--- src/rtl/mem_unlock_reader.sv ---
// Unlocks the scrambled data memory with a four-step key sequence, then bursts words out on a valid/ready stream.
// Output is registered two cycles after the address; a 2-entry buffer means a stalled consumer never loses a word.
module mem_unlock_reader #(
    parameter int KEY_HOLD = 4
) (
    input  logic        clk,
    input  logic        rst_n,
    input  logic        start,
    input  logic [9:0]  base_addr,
    input  logic [10:0] length,
    output logic [9:0]  mem_address,
    output logic        mem_write,
    input  logic [31:0] mem_read_data,
    output logic [15:0] key_out,
    output logic [31:0] out_data,
    output logic        out_valid,
    input  logic        out_ready,
    output logic        busy,
    output logic        done
);
    typedef enum logic [1:0] {IDLE, KEY, READ, DONE} state_t;

    localparam logic [7:0] HOLD_LAST = 8'(KEY_HOLD - 1);

    state_t      state, state_nxt;
    logic [9:0]  base_q;
    logic [10:0] len_q;
    logic [10:0] len_clamped;
    logic [1:0]  step;
    logic [7:0]  hold;
    logic [10:0] issued;
    logic [10:0] popped;
    logic        in_flight;
    logic [9:0]  addr_q;
    logic [31:0] head;
    logic [31:0] tail;
    logic [1:0]  fill;
    logic        key_last;
    logic        pop;
    logic        issue;
    logic        last_pop;

    assign len_clamped = (length > 11'd1024) ? 11'd1024 : length;
    assign key_last    = (state == KEY) && (step == 2'd3) && (hold == HOLD_LAST);
    assign pop         = out_valid & out_ready;
    assign last_pop    = pop && (popped == len_q - 11'd1);

    // The word already in flight occupies a slot; a pop in the same cycle frees one.
    assign issue = (state == READ) && (issued != len_q) &&
                   (({1'b0, fill} + {2'b00, in_flight} - {2'b00, pop}) < 3'd2);

    assign mem_address = issue ? (base_q + issued[9:0]) : addr_q;
    assign mem_write   = 1'b0;
    assign out_data    = head;
    assign out_valid   = (fill != 2'd0);
    assign busy        = (state != IDLE);
    assign done        = (state == DONE);

    always_ff @(posedge clk or negedge rst_n) begin
        if (!rst_n) begin
            state <= IDLE;
        end else begin
            state <= state_nxt;
        end
    end

    always_comb begin
        state_nxt = state;
        case (state)
            IDLE:    if (start) state_nxt = KEY;
            KEY:     if (key_last) state_nxt = (len_q == 11'd0) ? DONE : READ;
            READ:    if (last_pop) state_nxt = DONE;
            DONE:    state_nxt = IDLE;
            default: state_nxt = IDLE;
        endcase
    end

    always_comb begin
        key_out = 16'h0000;
        if (state == KEY) begin
            case (step)
                2'd0:    key_out = 16'h0032;
                2'd1:    key_out = 16'h0087;
                2'd2:    key_out = 16'h1024;
                default: key_out = 16'h0324;
            endcase
        end
    end

    always_ff @(posedge clk or negedge rst_n) begin
        if (!rst_n) begin
            base_q    <= '0;
            len_q     <= '0;
            step      <= '0;
            hold      <= '0;
            issued    <= '0;
            popped    <= '0;
            in_flight <= 1'b0;
            addr_q    <= '0;
            head      <= '0;
            tail      <= '0;
            fill      <= '0;
        end else begin
            if (state == IDLE && start) begin
                base_q <= base_addr;
                len_q  <= len_clamped;
                step   <= '0;
                hold   <= '0;
                issued <= '0;
                popped <= '0;
            end
            if (state == KEY) begin
                if (hold == HOLD_LAST) begin
                    hold <= '0;
                    step <= step + 2'd1;
                end else begin
                    hold <= hold + 8'd1;
                end
            end
            if (issue) begin
                issued <= issued + 11'd1;
                addr_q <= mem_address;
            end
            in_flight <= issue;
            if (pop) begin
                popped <= popped + 11'd1;
            end
            // Memory data arrives the cycle after its address and is pushed behind any buffered word.
            case ({in_flight, pop})
                2'b10: begin
                    if (fill == 2'd0) head <= mem_read_data;
                    else              tail <= mem_read_data;
                    fill <= fill + 2'd1;
                end
                2'b01: begin
                    head <= tail;
                    fill <= fill - 2'd1;
                end
                2'b11: begin
                    if (fill == 2'd1) begin
                        head <= mem_read_data;
                    end else begin
                        head <= tail;
                        tail <= mem_read_data;
                    end
                end
                default: ;
            endcase
        end
    end
endmodule

--- config.mk ---
export PLATFORM = sky130hd
export DESIGN_NAME = mem_unlock_reader
export DESIGN_NICKNAME = d
export VERILOG_FILES = /design/src/rtl/mem_unlock_reader.sv
export SDC_FILE = /design/constraint.sdc
export NUM_CORES = 1
export LEC_CHECK = 0
export BUFFER_PORTS_ARGS = -buffer_cell sky130_fd_sc_hd__buf_2
export CELL_PAD_IN_SITES_DETAIL_PLACEMENT = 0
export CELL_PAD_IN_SITES_GLOBAL_PLACEMENT = 1
export CORE_MARGIN = 5
export CORE_UTILIZATION = 41
export CTS_BUF_LIST = sky130_fd_sc_hd__clkbuf_4 sky130_fd_sc_hd__clkbuf_8
export CTS_CLUSTER_DIAMETER = 30
export DETAILED_ROUTE_END_ITERATION = 12
export PLACE_DENSITY = 0.83
export SYNTH_ARGS = -nofsm -noshare
export SYNTH_HDL_FRONTEND = slang
export SYNTH_SLANG_ARGS = --single-unit
--- constraint.sdc ---
create_clock -name clk -period 4.5 [get_ports clk]
set_input_delay 0.675 -clock clk [delete_from_list [all_inputs] [get_ports clk]]
set_output_delay 0.675 -clock clk [all_outputs]
set_load 0.1 [all_outputs]
* Word level (Yosys, flattened, before mapping)
Index checks and enable logic that the tools add are counted.
** Word-level totals
- Register bits after elaboration :: 132
** Operators by class
- Add/subtract/negate cells :: 10
- Magnitude comparators :: 2
- Equal/unequal tests :: 19
- Mux-type cells :: 25
- Bitwise operators :: 1
- Reduce and logical (&&, ||, !) cells :: 21
** Operator list (number)
- two-way mux 32 bit :: 4
- one-hot mux 32 bit (3 select lines) :: 1
- one-hot mux 32 bit (2 select lines) :: 1
- two-way mux 11 bit :: 4
- one-hot mux 13 bit (3 select lines) :: 1
- two-way mux 8 bit :: 3
- adder 11 x 1 -> 11 bit (second input constant) :: 2
- nonzero test 2 bit :: 7
- two-way mux 13 bit :: 1
- equality test 2 bit (second input constant) :: 6
- two-way mux 2 bit :: 6
- inequality test 2 bit (second input constant) :: 6
- equality test 11 bit :: 1
- > comparator 11 bit (second input constant) :: 1
- zero test 11 bit :: 1
- inequality test 11 bit :: 1
- subtractor 11 x 1 -> 11 bit (second input constant) :: 1
- adder 10 bit :: 1
- two-way mux 10 bit :: 1
- adder 8 x 1 -> 8 bit (second input constant) :: 1
- equality test 2 x 1 -> 1 bit (second input constant) :: 4
- equality test 8 x 2 -> 1 bit (second input constant) :: 1
- one-hot mux 2 bit (4 select lines) :: 1
- logical AND 1 bit :: 6
- 12 further kinds :: 16

* Logic depth before layout (Yosys ltp)
- Depth in word-level cells :: 6
- Gate-level depth with buffers :: 15
- Gate-level depth less buffers :: 13

* Worst setup path after synthesis
No wires, ideal clock.
- Kind :: reg2out
- Start :: reg fill[1]
- End :: out mem_address[7]
- Data arrival time :: 5.729 ns
- Setup slack :: -1.904 ns
- Cell stages (with the launch flop) :: 15
- Cell sequence :: dfrtp_1 -> inv_1 -> ha_1 -> inv_1 -> nand2_1 -> clkinv_1 -> ha_1 -> nand2b_1 -> fa_1 -> xnor2_1 -> nand3_1 -> or2_2 -> clkbuf_1 -> buf_2 -> o31ai_1
** On the way
- Word-level cells in the longest chain between the ends :: 6
- Elaborated cells between the ends (all ways) :: 7
- Classes of those cells :: add/sub: 2; order compare: 1; mux: 1; bitwise: 1; reduce/logical: 2
** Ends and longest elaborated chain
- from (decl) :: RTL line 37 : logic [1:0] fill;
- from (signal assigned) :: RTL line 133 : fill <= fill + 2'd1;
- from (signal assigned) :: RTL line 137 : fill <= fill - 2'd1;
- nonzero test 2 bit :: RTL line 55 : assign out_valid = (fill != 2'd0);
- via out_valid :: RTL line 16 : output logic out_valid,
- bitwise AND 1 bit :: RTL line 45 : assign pop = out_valid & out_ready;
- subtractor 3 x 1 -> 3 bit :: RTL line 50 : (({1'b0, fill} + {2'b00, in_flight} - {2'b00, pop}) < 3'd2);
- less-than comparator 3 x 2 -> 1 bit :: RTL line 50
- logical AND 1 bit :: RTL line 49 : assign issue = (state == READ) && (issued != len_q) &&
- two-way mux 10 bit :: RTL line 52 : assign mem_address = issue ? (base_q + issued[9:0]) : addr_q;
- to (decl) :: RTL line 11 : output logic [9:0] mem_address,
The timed path passes the listed nets, and every way through them passes these cells.

* Worst setup path after layout
- Start :: reg fill[1]
- End :: out mem_address[0]
** On the way
- Word-level cells in the longest chain between the ends :: 6
- Elaborated cells between the ends (all ways) :: 7
- Classes of those cells :: add/sub: 2; order compare: 1; mux: 1; bitwise: 1; reduce/logical: 2
** Ends and longest elaborated chain
- branches (longest 2 deep; another with adder 2 x 1 -> 3 bit)
- subtractor 3 x 1 -> 3 bit * :: RTL line 50
- less-than comparator 3 x 2 -> 1 bit * :: RTL line 50
- logical AND 1 bit * :: RTL line 49
- via issue :: RTL line 40 : logic issue;
- two-way mux 10 bit * :: RTL line 52
Mark *: on every way through the listed nets, which the timed path passes.

==> run metrics <==
RSZ-0062 raised after global routing=yes; DR WL/cell=15.1 µm; max-slew violations=0; Slew @ Worst Pin=1.12 ns; initial drt markers=238; share of cells above drive strength 1=0.269; Final #Nets=895; max_cap viols=0; VDD IR max=0.716 mV; worst hold path type=in2async; die span in y=140 µm; relative slew slack=0.257; Post-synth EDFFs=0; H-tree depth=4; compound-gate portion of the synthesized area=0.155; via/cell ratio=5.18; status=completed; Period minus WS final=4.32 ns; multiplexer share of the synthesized area=0.0577; Synth area leader=dfrtp_1; Rows=47; Crit. End Element=output port; DRC violations left=0; Final ANT Viol Nets=0; Critical Path Slowest Stage Cell=dfrtp_1; fin crit share=0.961; first-pass GRT wire length=26500 µm; met3 Use GR=0.0651; Synth Register Bits=132; DPL Wire Length=11000 µm; Final Wtd Congestion=0.798; Post-synth ARST share=1.00; Yosys cell types=58; Starting Density=0.420; Die X=140 µm; Cells after Synth=702; GRT overflow=0; I/O Buffers=110; Final Skew=0.00839 ns; Tot Pwr=0.00598 W; met2 global-route usage=0.262; PD cells=726 nW/µm²; Synth Area per Inst=9.95 µm²; max incr delay on CP=0.44 ns; largest net degree at the start of global routing=110; leak pwr=3.91 nW; Seq/Total Area, Yosys=0.473; Area Overhead vs Synth=17.9%; vias in the first global route=5307; Synth Warn #=0; ys flop type=dfrtp_1; Yosys top cell area share=0.473; Synth Area in Adders=0.0595; total number of vias=5383; Final Hold Fails=0; simple-gate portion of the synthesized area=0.154; clock slew seen by the registers of the worst setup and hold paths=0.08 ns; ANT cells=0; I/O Pins=119; clock sinks=132; Startpoint Class=flop; Setup TNS=0 ns; xor and xnor area share after synthesis=0.0514; largest fanout on the critical path=11; Worst Path Arrival=3.65 ns; Setup Viol. Count Final=0; die area=19700 µm²; Pre-antenna DRT Iters=5; M1 GR Usage=0.211; GRT busiest layer=met2; crit-path cells=inv_2, ha_4, clkinvlp_4, nand2_4, clkinv_4, ha_1, nand2b_4, fa_2, xnor2_1, nand3_1, or2_4, inv_1, mux2_2, buf_4; CTS tree=done; Critical Setup Path Class=reg2out; Root Driver=clkbuf_8; initial antenna violation count=1; main combinational cell family by area after synthesis=compound AO/OA/AOI/OAI gates; synthesized cell area=6980 µm²; WL final=15700 µm; gr usage total=0.165; Area contributors post-synth=dfrtp_1, o21ai_0, nand2_1; clk buf depth=2; Fmax=231 MHz; Num CTS Buffers=17; WP data required=3.83 ns; Clk Latency, worst-skew pair=0.45 ns; core box area=16600 µm²
path summary, 6_finish.rpt:
path | slack (ns) | cells after the start | start | endpoint
worst max-delay path | 0.18 | 14 | fill[1]$_DFFE_PN0P_ | mem_address[0]
worst min-delay path | 0.34 | 1 | rst_n | addr_q[2]$_DFFE_PN0P_
worst max register to register | 1.30 | 13 | fill[1]$_DFFE_PN0P_ | issued[5]$_DFFE_PN0P_
worst min register to register | 0.48 | 2 | out_data[9]$_DFFE_PN0P_ | out_data[9]$_DFFE_PN0P_
max in group asynchronous | 3.27 | 2 | rst_n | len_q[6]$_DFFE_PN0P_
min in group clk | 0.41 | 3 | base_addr[9] | base_q[9]$_DFFE_PN0P_
cell families (layout without fill, tap and decap cells):
kind of cell | after synthesis | in the layout
DFF | 132 | 132
buffers and inverters | 67 | 176
and+or+nand+nor | 220 | 221
adders and majority gates | 32 | 32
xor gates and xnor gates | 41 | 41
AOI/OAI and AO/OA | 173 | 173
other | 1 | 8
muxes | 36 | 36
cell usage in the layout, fill, tap and decap left out, types with 7 or more instances in the layout:
cell / netlist / routed
conb_1: 1 / 8
buf_4: 13 / 10
nand3_1: 22 / 22
nand3b_1: 9 / 9
ha_1: 30 / 29
xnor2_1: 27 / 27
nand2_1: 108 / 107
and3_1: 11 / 11
dfrtp_1: 132 / 132
o21ai_0: 90 / 82
nor3_1: 8 / 8
a22oi_1: 32 / 32
nor2_1: 23 / 23
a21oi_1: 11 / 10
inv_1: 22 / 19
xor2_1: 14 / 14
buf_2: 1 / 104
mux2_2: 34 / 34
clkbuf_8: 0 / 18
o21ai_4: 0 / 7
nand4_1: 8 / 8
layout make-up:
class                   count  area, µm²
multi-input cells         511       3520
inverters                  23       95.1
fillers                  1572       8410
clock buffers              18        248
flip-flops and latches    132       3300
clock inverters            14        116
well taps                 220        275
repair buffers            121        677
worst max-delay path: cells and delay by family (launching register included):
family	cells	cell delay [ns]
xor gates and xnor gates	1	0.15
buffers and inverters	5	0.70
muxes	1	0.34
DFF	1	0.44
and+or+nand+nor	4	0.75
adders and majority gates	3	0.80
sequential cells by signal (all words and copies together), names as in the netlist:
signal / cells
out_data: 32
tail: 32
issued: 11
len_q: 11
popped: 11
addr_q: 10
base_q: 10
hold: 8
fill: 2
state: 2
step: 2
in_flight: 1
routing by layer:
| layer | vias up | routed length (µm) |
|---|---|---|
| li1 | 2670 | - |
| met1 | 2584 | 7080 |
| met2 | 114 | 7390 |
| met3 | 13 | 1110 |
| met4 | 2 | 145 |
| met5 | - | 13 |
report_power, final:
| group | total [W] | internal, W | switching (W) |
|---|---|---|---|
| clock network | 0.000933 | 0.000411 | 0.000522 |
| logic | 0.00327 | 0.000926 | 0.00235 |
| registers | 0.00177 | 0.00154 | 0.000232 |
repair_timing:
item | CTS | global route
buffers inserted | 0 | 5
cloned | 1 | 0
setup endpoints to repair | 1 | 5
hold buffers | 0 | 0
gates resized for setup | 1 | 4
synthesized netlist by cell type, types with 13 or more instances:
| library cell | count |
|---|---|
| dfrtp_1 | 132 |
| nand2_1 | 108 |
| o21ai_0 | 90 |
| mux2_2 | 34 |
| a22oi_1 | 32 |
| ha_1 | 30 |
| clkbuf_1 | 28 |
| xnor2_1 | 27 |
| nor2_1 | 23 |
| inv_1 | 22 |
| nand3_1 | 22 |
| xor2_1 | 14 |
| buf_4 | 13 |
per-stage QoR:
| step | util | cell area, µm² | std cells | setup slack, ns | hold slack (ns) |
|---|---|---|---|---|---|
| 2_1_floorplan | - | 7150 | 709 | 0.0141 | 0.379 |
| 3_3_place_gp | 0.468 | 7790 | 1001 | 0.531 | 0.455 |
| 3_5_place_dp | 0.468 | 7790 | 1001 | 0.438 | 0.465 |
| 4_1_cts | 0.490 | 8160 | 1034 | 0.0200 | 0.387 |
| 5_1_grt | 0.495 | 8230 | 1039 | -0.0500 | 0.392 |
| 6_report | 0.495 | 8230 | 1039 | 0.177 | 0.344 |
No activity file was read; power rests on OpenSTA's default activity.
